**src/rtl/medidor_distancia_dual.sv**
```systemverilog
// Dual HC-SR04 ranging front end: alternately triggers left/right sensors and times each echo.
// Optional MEDIDOR_MEDIA_EN: publish the mean of the latest two results of each side.
module medidor_distancia_dual #(
  parameter int unsigned TICKS_PER_CM  = 2941,
  parameter int unsigned TRIG_TICKS    = 500,
  parameter int unsigned TIMEOUT_TICKS = 1500000,
  parameter int unsigned GAP_TICKS     = 3000000
) (
  input  logic        clock,
  input  logic        reset,
  input  logic        ligar,
  input  logic        echo_esq,
  input  logic        echo_dir,
  output logic        trigger_esq,
  output logic        trigger_dir,
  output logic [11:0] medida_esq,
  output logic [11:0] medida_dir,
  output logic        timeout_esq,
  output logic        timeout_dir,
  output logic        pronto
);

  localparam int unsigned MaxA     = (TIMEOUT_TICKS > GAP_TICKS) ? TIMEOUT_TICKS : GAP_TICKS;
  localparam int unsigned MaxTicks = (MaxA > TRIG_TICKS) ? MaxA : TRIG_TICKS;
  localparam int unsigned CntW     = $clog2(MaxTicks + 1);
  localparam int unsigned SubW     = (TICKS_PER_CM > 1) ? $clog2(TICKS_PER_CM) : 1;

  localparam logic [CntW-1:0] TrigLast    = CntW'(TRIG_TICKS - 1);
  localparam logic [CntW-1:0] TimeoutLast = CntW'(TIMEOUT_TICKS - 1);
  localparam logic [CntW-1:0] GapLast     = CntW'(GAP_TICKS - 1);
  localparam logic [SubW-1:0] SubLast     = SubW'(TICKS_PER_CM - 1);

  typedef enum logic [2:0] {
    StInicial, StTrig, StEspera, StMede, StArmazena, StFalha, StIntervalo
  } estado_e;

  estado_e         estado_q, estado_d;
  logic            lado_q, lado_d;  // 0 = esq, 1 = dir
  logic [CntW-1:0] cnt_q, cnt_d;
  logic [SubW-1:0] sub_q, sub_d, sub_inc;
  logic [11:0]     cm_q, cm_d, cm_inc;
  logic            esq_meta_q, esq_sync_q, dir_meta_q, dir_sync_q;
  logic [11:0]     medida_esq_q, medida_dir_q;
  logic            timeout_esq_q, timeout_dir_q, pronto_q;
  logic            echo_ativo, grava;
  logic [11:0]     novo, publicado;

  assign echo_ativo = lado_q ? dir_sync_q : esq_sync_q;

  // One echo tick: sub-count wraps into a saturating cm count.
  always_comb begin
    sub_inc = sub_q + SubW'(1);
    cm_inc  = cm_q;
    if (sub_q == SubLast) begin
      sub_inc = '0;
      if (cm_q != 12'hFFF) cm_inc = cm_q + 12'd1;
    end
  end

  always_comb begin
    estado_d = estado_q;
    lado_d   = lado_q;
    cnt_d    = cnt_q;
    sub_d    = sub_q;
    cm_d     = cm_q;
    case (estado_q)
      StInicial: begin
        if (ligar) begin
          estado_d = StTrig;
          cnt_d    = '0;
        end
      end
      StTrig: begin
        if (cnt_q == TrigLast) begin
          estado_d = StEspera;
          cnt_d    = '0;
          sub_d    = '0;
          cm_d     = '0;
        end else begin
          cnt_d = cnt_q + CntW'(1);
        end
      end
      StEspera: begin
        // The rise cycle is itself the first timed tick of the echo.
        if (echo_ativo) begin
          estado_d = StMede;
          cnt_d    = CntW'(1);
          sub_d    = sub_inc;
          cm_d     = cm_inc;
        end else if (cnt_q == TimeoutLast) begin
          estado_d = StFalha;
        end else begin
          cnt_d = cnt_q + CntW'(1);
        end
      end
      StMede: begin
        if (!echo_ativo) begin
          estado_d = StArmazena;
        end else if (cnt_q == TimeoutLast) begin
          estado_d = StFalha;
        end else begin
          cnt_d = cnt_q + CntW'(1);
          sub_d = sub_inc;
          cm_d  = cm_inc;
        end
      end
      StArmazena, StFalha: begin
        estado_d = StIntervalo;
        cnt_d    = '0;
      end
      StIntervalo: begin
        if (cnt_q == GapLast) begin
          lado_d   = ~lado_q;
          cnt_d    = '0;
          estado_d = ligar ? StTrig : StInicial;
        end else begin
          cnt_d = cnt_q + CntW'(1);
        end
      end
      default: estado_d = StInicial;
    endcase
  end

  assign grava = (estado_q == StArmazena) || (estado_q == StFalha);
  assign novo  = (estado_q == StFalha) ? 12'hFFF : cm_q;

`ifdef MEDIDOR_MEDIA_EN
  logic [11:0] ant_esq_q, ant_dir_q, anterior;
  logic [12:0] soma;

  assign anterior  = lado_q ? ant_dir_q : ant_esq_q;
  assign soma      = {1'b0, novo} + {1'b0, anterior};
  assign publicado = 12'(soma >> 1);

  always_ff @(posedge clock) begin
    if (!reset) begin
      ant_esq_q <= 12'hFFF;
      ant_dir_q <= 12'hFFF;
    end else if (grava) begin
      if (lado_q) ant_dir_q <= novo;
      else        ant_esq_q <= novo;
    end
  end
`else
  assign publicado = novo;
`endif

  always_ff @(posedge clock) begin
    if (!reset) begin
      estado_q      <= StInicial;
      lado_q        <= 1'b0;
      cnt_q         <= '0;
      sub_q         <= '0;
      cm_q          <= '0;
      esq_meta_q    <= 1'b0;
      esq_sync_q    <= 1'b0;
      dir_meta_q    <= 1'b0;
      dir_sync_q    <= 1'b0;
      medida_esq_q  <= 12'hFFF;
      medida_dir_q  <= 12'hFFF;
      timeout_esq_q <= 1'b0;
      timeout_dir_q <= 1'b0;
      pronto_q      <= 1'b0;
    end else begin
      estado_q   <= estado_d;
      lado_q     <= lado_d;
      cnt_q      <= cnt_d;
      sub_q      <= sub_d;
      cm_q       <= cm_d;
      esq_meta_q <= echo_esq;
      esq_sync_q <= esq_meta_q;
      dir_meta_q <= echo_dir;
      dir_sync_q <= dir_meta_q;
      pronto_q   <= grava && lado_q;
      if (grava && !lado_q) begin
        medida_esq_q  <= publicado;
        timeout_esq_q <= (estado_q == StFalha);
      end
      if (grava && lado_q) begin
        medida_dir_q  <= publicado;
        timeout_dir_q <= (estado_q == StFalha);
      end
    end
  end

  assign trigger_esq = (estado_q == StTrig) && !lado_q;
  assign trigger_dir = (estado_q == StTrig) && lado_q;
  assign medida_esq  = medida_esq_q;
  assign medida_dir  = medida_dir_q;
  assign timeout_esq = timeout_esq_q;
  assign timeout_dir = timeout_dir_q;
  assign pronto      = pronto_q;

endmodule
```
**config.mk**
```make
export PLATFORM = sky130hd
export DESIGN_NAME = medidor_distancia_dual
export DESIGN_NICKNAME = d
export VERILOG_FILES = /design/src/rtl/medidor_distancia_dual.sv
export SDC_FILE = /design/constraint.sdc
export NUM_CORES = 1
export LEC_CHECK = 0
export ABC_CLOCK_PERIOD_IN_PS = 7800
export CAP_MARGIN = 20
export CORE_ASPECT_RATIO = 1.2
export CORE_MARGIN = 5
export CORE_UTILIZATION = 45
export CTS_BUF_LIST = sky130_fd_sc_hd__clkbuf_4 sky130_fd_sc_hd__clkbuf_8
export DETAILED_ROUTE_END_ITERATION = 12
export PLACE_DENSITY = 0.67
export SYNTH_ARGS = -nofsm -noshare
export SYNTH_HDL_FRONTEND = slang
export SYNTH_SLANG_ARGS = --single-unit
```
**constraint.sdc**
```tcl
create_clock -name clock -period 7.8 [get_ports clock]
set_input_delay 1.56 -clock clock [delete_from_list [all_inputs] [get_ports clock]]
set_output_delay 1.56 -clock clock [all_outputs]
set_load 0.005 [all_outputs]
```
Word level (Yosys, flattened, before mapping)
Cells that the tools add are included.
{"block": "word_totals", "reg_bits": 81, "latch_bits": 0, "ramBits": 0, "mem_bits_ro": 0, "inputBits": 5, "output_inout_bits": 29, "word_cells": 78, "memories": 0}
{"block": "classes", "n_addsub": 3, "n_mul": 0, "div": 0, "n_lt_le_gt_ge": 0, "eq_ne": 17, "n_shift": 0, "muxes": 29, "n_bitwise": 1, "reduce_logical": 14}
{"cell": "two-way mux 12 bit", "n": 11}
{"cell": "two-way mux 22 bit", "n": 6}
{"cell": "case mux 22 bit (6 select lines)", "n": 1}
{"cell": "case mux 12 bit (3 select lines)", "n": 2}
{"cell": "adder 12 x 1 -> 12 bit (second input constant)", "n": 2}
{"cell": "adder 22 x 1 -> 22 bit (second input constant)", "n": 1}
{"cell": "== test 22 x 21 -> 1 bit (second input constant)", "n": 1}
{"cell": "== test 22 bit (second input constant)", "n": 1}
{"cell": "== test 22 x 9 -> 1 bit (second input constant)", "n": 1}
{"cell": "two-way mux 3 bit", "n": 6}
{"cell": "case mux 3 bit (6 select lines)", "n": 1}
{"cell": "== test 12 bit (second input constant)", "n": 1}
{"cell": "!= test 12 bit (second input constant)", "n": 1}
{"cell": "!= test 2 bit (second input constant)", "n": 6}
{"cell": "== test 3 bit (second input constant)", "n": 3}
{"cell": "== test 3 x 2 -> 1 bit (second input constant)", "n": 2}
{"cell": "AND reduction 3 bit", "n": 2}
{"cell": "nonzero test 6 bit", "n": 1}
{"cell": "AND reduction 5 bit", "n": 1}
{"cell": "logical AND 1 bit", "n": 4}
{"cell": "== test 3 x 1 -> 1 bit (second input constant)", "n": 1}
{"cell": "zero test 3 bit", "n": 1}
{"cell": "nonzero test 3 bit", "n": 1}
{"cell": "two-way mux 1 bit", "n": 2}
{"cell": "5 further kinds", "n": 5}

Longest topological paths before layout
{"block": "depth", "ltp_word": 6, "ltp_mapped": 9, "ltp_nobuf": 8}

Least setup slack after synthesis
Ideal clock, no wire load.
{"block": "synth_path", "path_type": "input to register", "startpoint": "in ligar", "endpoint": "reg cnt_q[18]", "t_arrival_ns": 2.976, "t_required_ns": 7.713, "setup_slack_ns": 4.737, "stages": 7, "path_buffers": 1, "cell_sequence": "or4_1 > o211ai_1 > nor2_1 > a31o_2 > clkbuf_1 > a211o_1 > o31ai_1"}
{"block": "synth_via", "elab_chain_len": 2}
{"item": "start, declared", "line": "11", "rtl": "input logic ligar,"}
{"item": "!= test 2 bit (no source line)"}
{"item": "AND reduction 3 bit (no source line)"}
{"item": "end signal, assigned", "line": "167", "rtl": "cnt_q <= cnt_d;"}
{"item": "end, declared", "line": "39", "rtl": "logic [CntW-1:0] cnt_q, cnt_d;"}
No other way between the ends.
A chain may end at the register's enable or synchronous reset.

Worst setup path in the final report
{"block": "layout_path", "startpoint": "reg estado_q[0]", "endpoint": "out trigger_dir"}
{"block": "layout_via", "elab_chain_len": 2}
{"item": "start, declared", "line": "37", "rtl": "estado_e estado_q, estado_d;"}
{"item": "start signal, assigned", "line": "150", "rtl": "estado_q <= StInicial;"}
{"item": "start signal, assigned", "line": "165", "rtl": "estado_q <= estado_d;"}
{"item": "== test 3 x 1 -> 1 bit", "line": "187", "rtl": "assign trigger_dir = (estado_q == StTrig) && lado_q;"}
{"item": "logical AND 1 bit", "line": "187"}
{"item": "end, declared", "line": "15", "rtl": "output logic trigger_dir,"}
No other way between the ends.

==> results.sh <==
export IMPL_outcome="complete, no violations"
export IMPL_grt_total_usage_pct=19.6
export IMPL_grt_antenna_before_repair=0
export IMPL_drtPass1Iterations=5
export IMPL_wl_per_cell_um=16.7
export IMPL_grt_pass1_wl_um=18200
export IMPL_multi_input_area_mm2=0.00235
export IMPL_swShare_pct=34.9
export IMPL_clk_transition_reported_paths_ns=0.08
export IMPL_avgSynthCellArea_um2=8.06
export IMPL_grt_max_degree=55
export IMPL_fin_nets=539
export IMPL_cts_root_buffer="clkbuf_8"
export IMPL_cp_max_fo=16
export IMPL_synth_cell_types=64
export IMPL_maxCapViolations=0
export IMPL_grt_setup_unrepaired="false"
export IMPL_start_util_pct=45.9
export IMPL_cts_hold_buf=0
export IMPL_diodes=0
export IMPL_viasPerCell=6.09
export IMPL_htreeDepth=3
export IMPL_ios=34
export IMPL_dieWidth_um=97.4
export IMPL_worst_ep_required_time_ns=6.24
export IMPL_cts_buffers=9
export IMPL_detail_route_antenna_nets=0
export IMPL_slew_headroom_pct=34.9
export IMPL_setup_violations=0
export IMPL_cts_setup_buffers=0
export IMPL_drive_gt1_share_pct=5.42
export IMPL_syn_area_mm2=0.00412
export IMPL_fp_dieArea_mm2=0.0112
export IMPL_fillers=854
export IMPL_gp_congestion=0.882
export IMPL_cts_tree="yes"
export IMPL_fin_worst_skew_ns=0.00637
export IMPL_syn_nets=520
export IMPL_ys_flop_type="dfxtp_1"
export IMPL_end_kind="output pin"
export IMPL_stdcell_count=655
export IMPL_hpwl_um=7690
export IMPL_rows=38
export IMPL_peakVddDrop_mv=0.0943
export IMPL_arrival_ns=2.46
export IMPL_drt_wl_total_um=10900
export IMPL_finalCritPeriodShare_pct=51.6
export IMPL_seqCellArea_mm2=0.00162
export IMPL_start_kind="flop"
export IMPL_cts_buffer_depth=2
export IMPL_powerDensity_mw_per_mm2=221
export IMPL_first_global_vias=3760
export IMPL_ys_seq_area_share_pct=39.4
export IMPL_finalPower_mw=1.04
export IMPL_fin_tns_setup_ns=0
export IMPL_drt_iter0_drc=258
export IMPL_grt_overflow_total=0
export IMPL_fmax_ghz=0.249
export IMPL_path_class="flop to output pin"
export IMPL_slew_viol_final=0
export IMPL_finalHoldViolations=0
export IMPL_ys_async_sr_fraction_pct=0
export IMPL_area_delta_synth_final_pct=14.3
export IMPL_pwr_share_clk_pct=30.2
export IMPL_synth_warnings=0
export IMPL_insertion_delay_ns=0.35
export IMPL_dp_cells=639
export IMPL_worst_slew_pin_slew_ns=0.977
export IMPL_cts_sinks=81
export IMPL_cts_resized=0
export IMPL_power_switching_mw=0.362
export IMPL_fp_dieH_um=115
export IMPL_portBuffers=33
export IMPL_fin_crit_ns=4.02
export IMPL_pwr_share_seq_pct=44.0
export IMPL_p_int_mw=0.677
export IMPL_pwr_share_comb_pct=25.7
export IMPL_num_vias=3990
export IMPL_leakage_nw=1.71
export IMPL_timing_hold_ws_ns=0.441
export IMPL_drc=0
export IMPL_synthesis_instances=511
export IMPL_synth_edf_count=0
export IMPL_hold_class="flop to flop"
export IMPL_core_mm2=0.00899
export IMPL_ys_ff_latch=81
==> state kept, by name, summed over array words and instances (netlist names) <==
| signal | count |
|---|---|
| esq_sync_q | 1 |
| lado_q | 1 |
| medida_dir | 12 |
| timeout_dir | 1 |
| cm_q | 12 |
| estado_q | 3 |
| dir_meta_q | 1 |
| sub_q | 12 |
| esq_meta_q | 1 |
| timeout_esq | 1 |
| dir_sync_q | 1 |
| cnt_q | 22 |
| pronto | 1 |
| medida_esq | 12 |
==> kinds of logic after synthesis <==
family | share of synthesized area (%)
flip-flops | 39.4
AO/OA/AOI/OAI | 24.8
AND/OR/NAND/NOR | 28.0
multiplexers | 1.49
adder cells (fa/ha/maj) | 1.21
XOR/XNOR | 1.49
buffers and inverters | 3.67
==> power by group through the flow <==
stage / clock network (mW) / registers [mW] / logic [mW]
floorplan: 0 / 0.453 / 0.199
global placement: 0 / 0.465 / 0.259
detailed placement: 0 / 0.467 / 0.265
CTS: 0.320 / 0.457 / 0.267
global route: 0.339 / 0.462 / 0.293
finish: 0.314 / 0.457 / 0.267
==> worst paths after layout <==
path / slack [ns] / to / cells past startpoint / start
setup / recovery: 3.78 / trigger_dir / 4 / estado_q[0]
hold / removal: 0.44 / esq_sync_q / 1 / esq_meta_q
setup reg to reg: 4.75 / sub_q[0] / 6 / cnt_q[19]
hold reg to reg: 0.44 / esq_sync_q / 1 / esq_meta_q
==> cells in the final DEF (no fill, tap or decap), types with 3 or more instances in the layout <==
cell,instances
o31ai_1,6
a21o_1,3
a21oi_1,38
nand2_1,58
o221ai_1,5
or4_1,8
o21ai_0,25
xor2_1,5
inv_1,11
and4_1,9
a211oi_1,9
nor4_1,5
mux2i_1,5
nand4_1,9
nor2_1,43
nand3_1,30
clkdlybuf4s50_1,32
clkbuf_8,10
nor4b_1,3
a31oi_1,4
o211ai_1,31
o211a_1,3
or3_1,13
ha_1,4
o21a_1,4
and2_1,9
nor3_1,11
and3_1,10
dfxtp_1,81
==> critical path, cell delays in order (launching register included) <==
cell	delay, ns
dfxtp_1	0.65
inv_1	0.28
nor3_1	0.49
and2_1	0.19
clkdlybuf4s50_1	0.49
==> synth_stat cells (3+ instances only) <==
cell / count / area share, %
o221ai_1: 5 / 1.1
o31ai_1: 6 / 1.1
inv_1: 11 / 1.0
nor2_1: 43 / 3.9
a31oi_1: 4 / 0.61
ha_1: 4 / 1.2
xor2_1: 5 / 1.1
nand3_1: 30 / 3.6
nor4b_1: 3 / 0.64
or4_1: 8 / 1.5
mux2i_1: 5 / 1.2
o211ai_1: 31 / 5.6
nand4_1: 9 / 1.4
or3_1: 13 / 2.0
nor4_1: 5 / 0.76
dfxtp_1: 81 / 39
buf_1: 3 / 0.27
and4_1: 9 / 1.9
o21a_1: 4 / 0.73
o211a_1: 3 / 0.73
and3_1: 10 / 1.5
and2_1: 9 / 1.4
nor3_1: 11 / 1.3
nand2_1: 58 / 5.3
a211oi_1: 9 / 1.6
o21ai_0: 25 / 3.0
clkbuf_1: 23 / 2.1
a21o_1: 3 / 0.55
a21oi_1: 38 / 4.6
==> metal layers <==
layer | global-route usage [%] | part of all wire [%] | vias up
li1 | - | - | 1955
met1 | 22.2 | 41 | 1867
met2 | 35.2 | 50 | 137
met3 | 2.97 | 4.6 | 31
met4 | 11.6 | 4.0 | 0
met5 | 0 | 0 | -
==> per-stage QoR <==
step | setup WS, ns | utilization (%) | cell area [um^2]
3_3_place_gp | 3.81 | 50.2 | 4510
4_1_cts | 3.78 | 52.4 | 4710
2_1_floorplan | 4.74 | - | 4120
5_1_grt | 3.64 | 52.4 | 4710
6_report | 3.78 | 52.4 | 4710
3_5_place_dp | 3.76 | 50.2 | 4510
==> final cells by class <==
cell class	count	area share, %
inverter	13	1.04
multi-input combinational	390	49.9
sequential	81	34.4
timing repair buffer	35	7.23
clock buffer	11	3.08
clock inverter	5	1.17
tap	120	3.19
(Power assumes the default switching activity.)
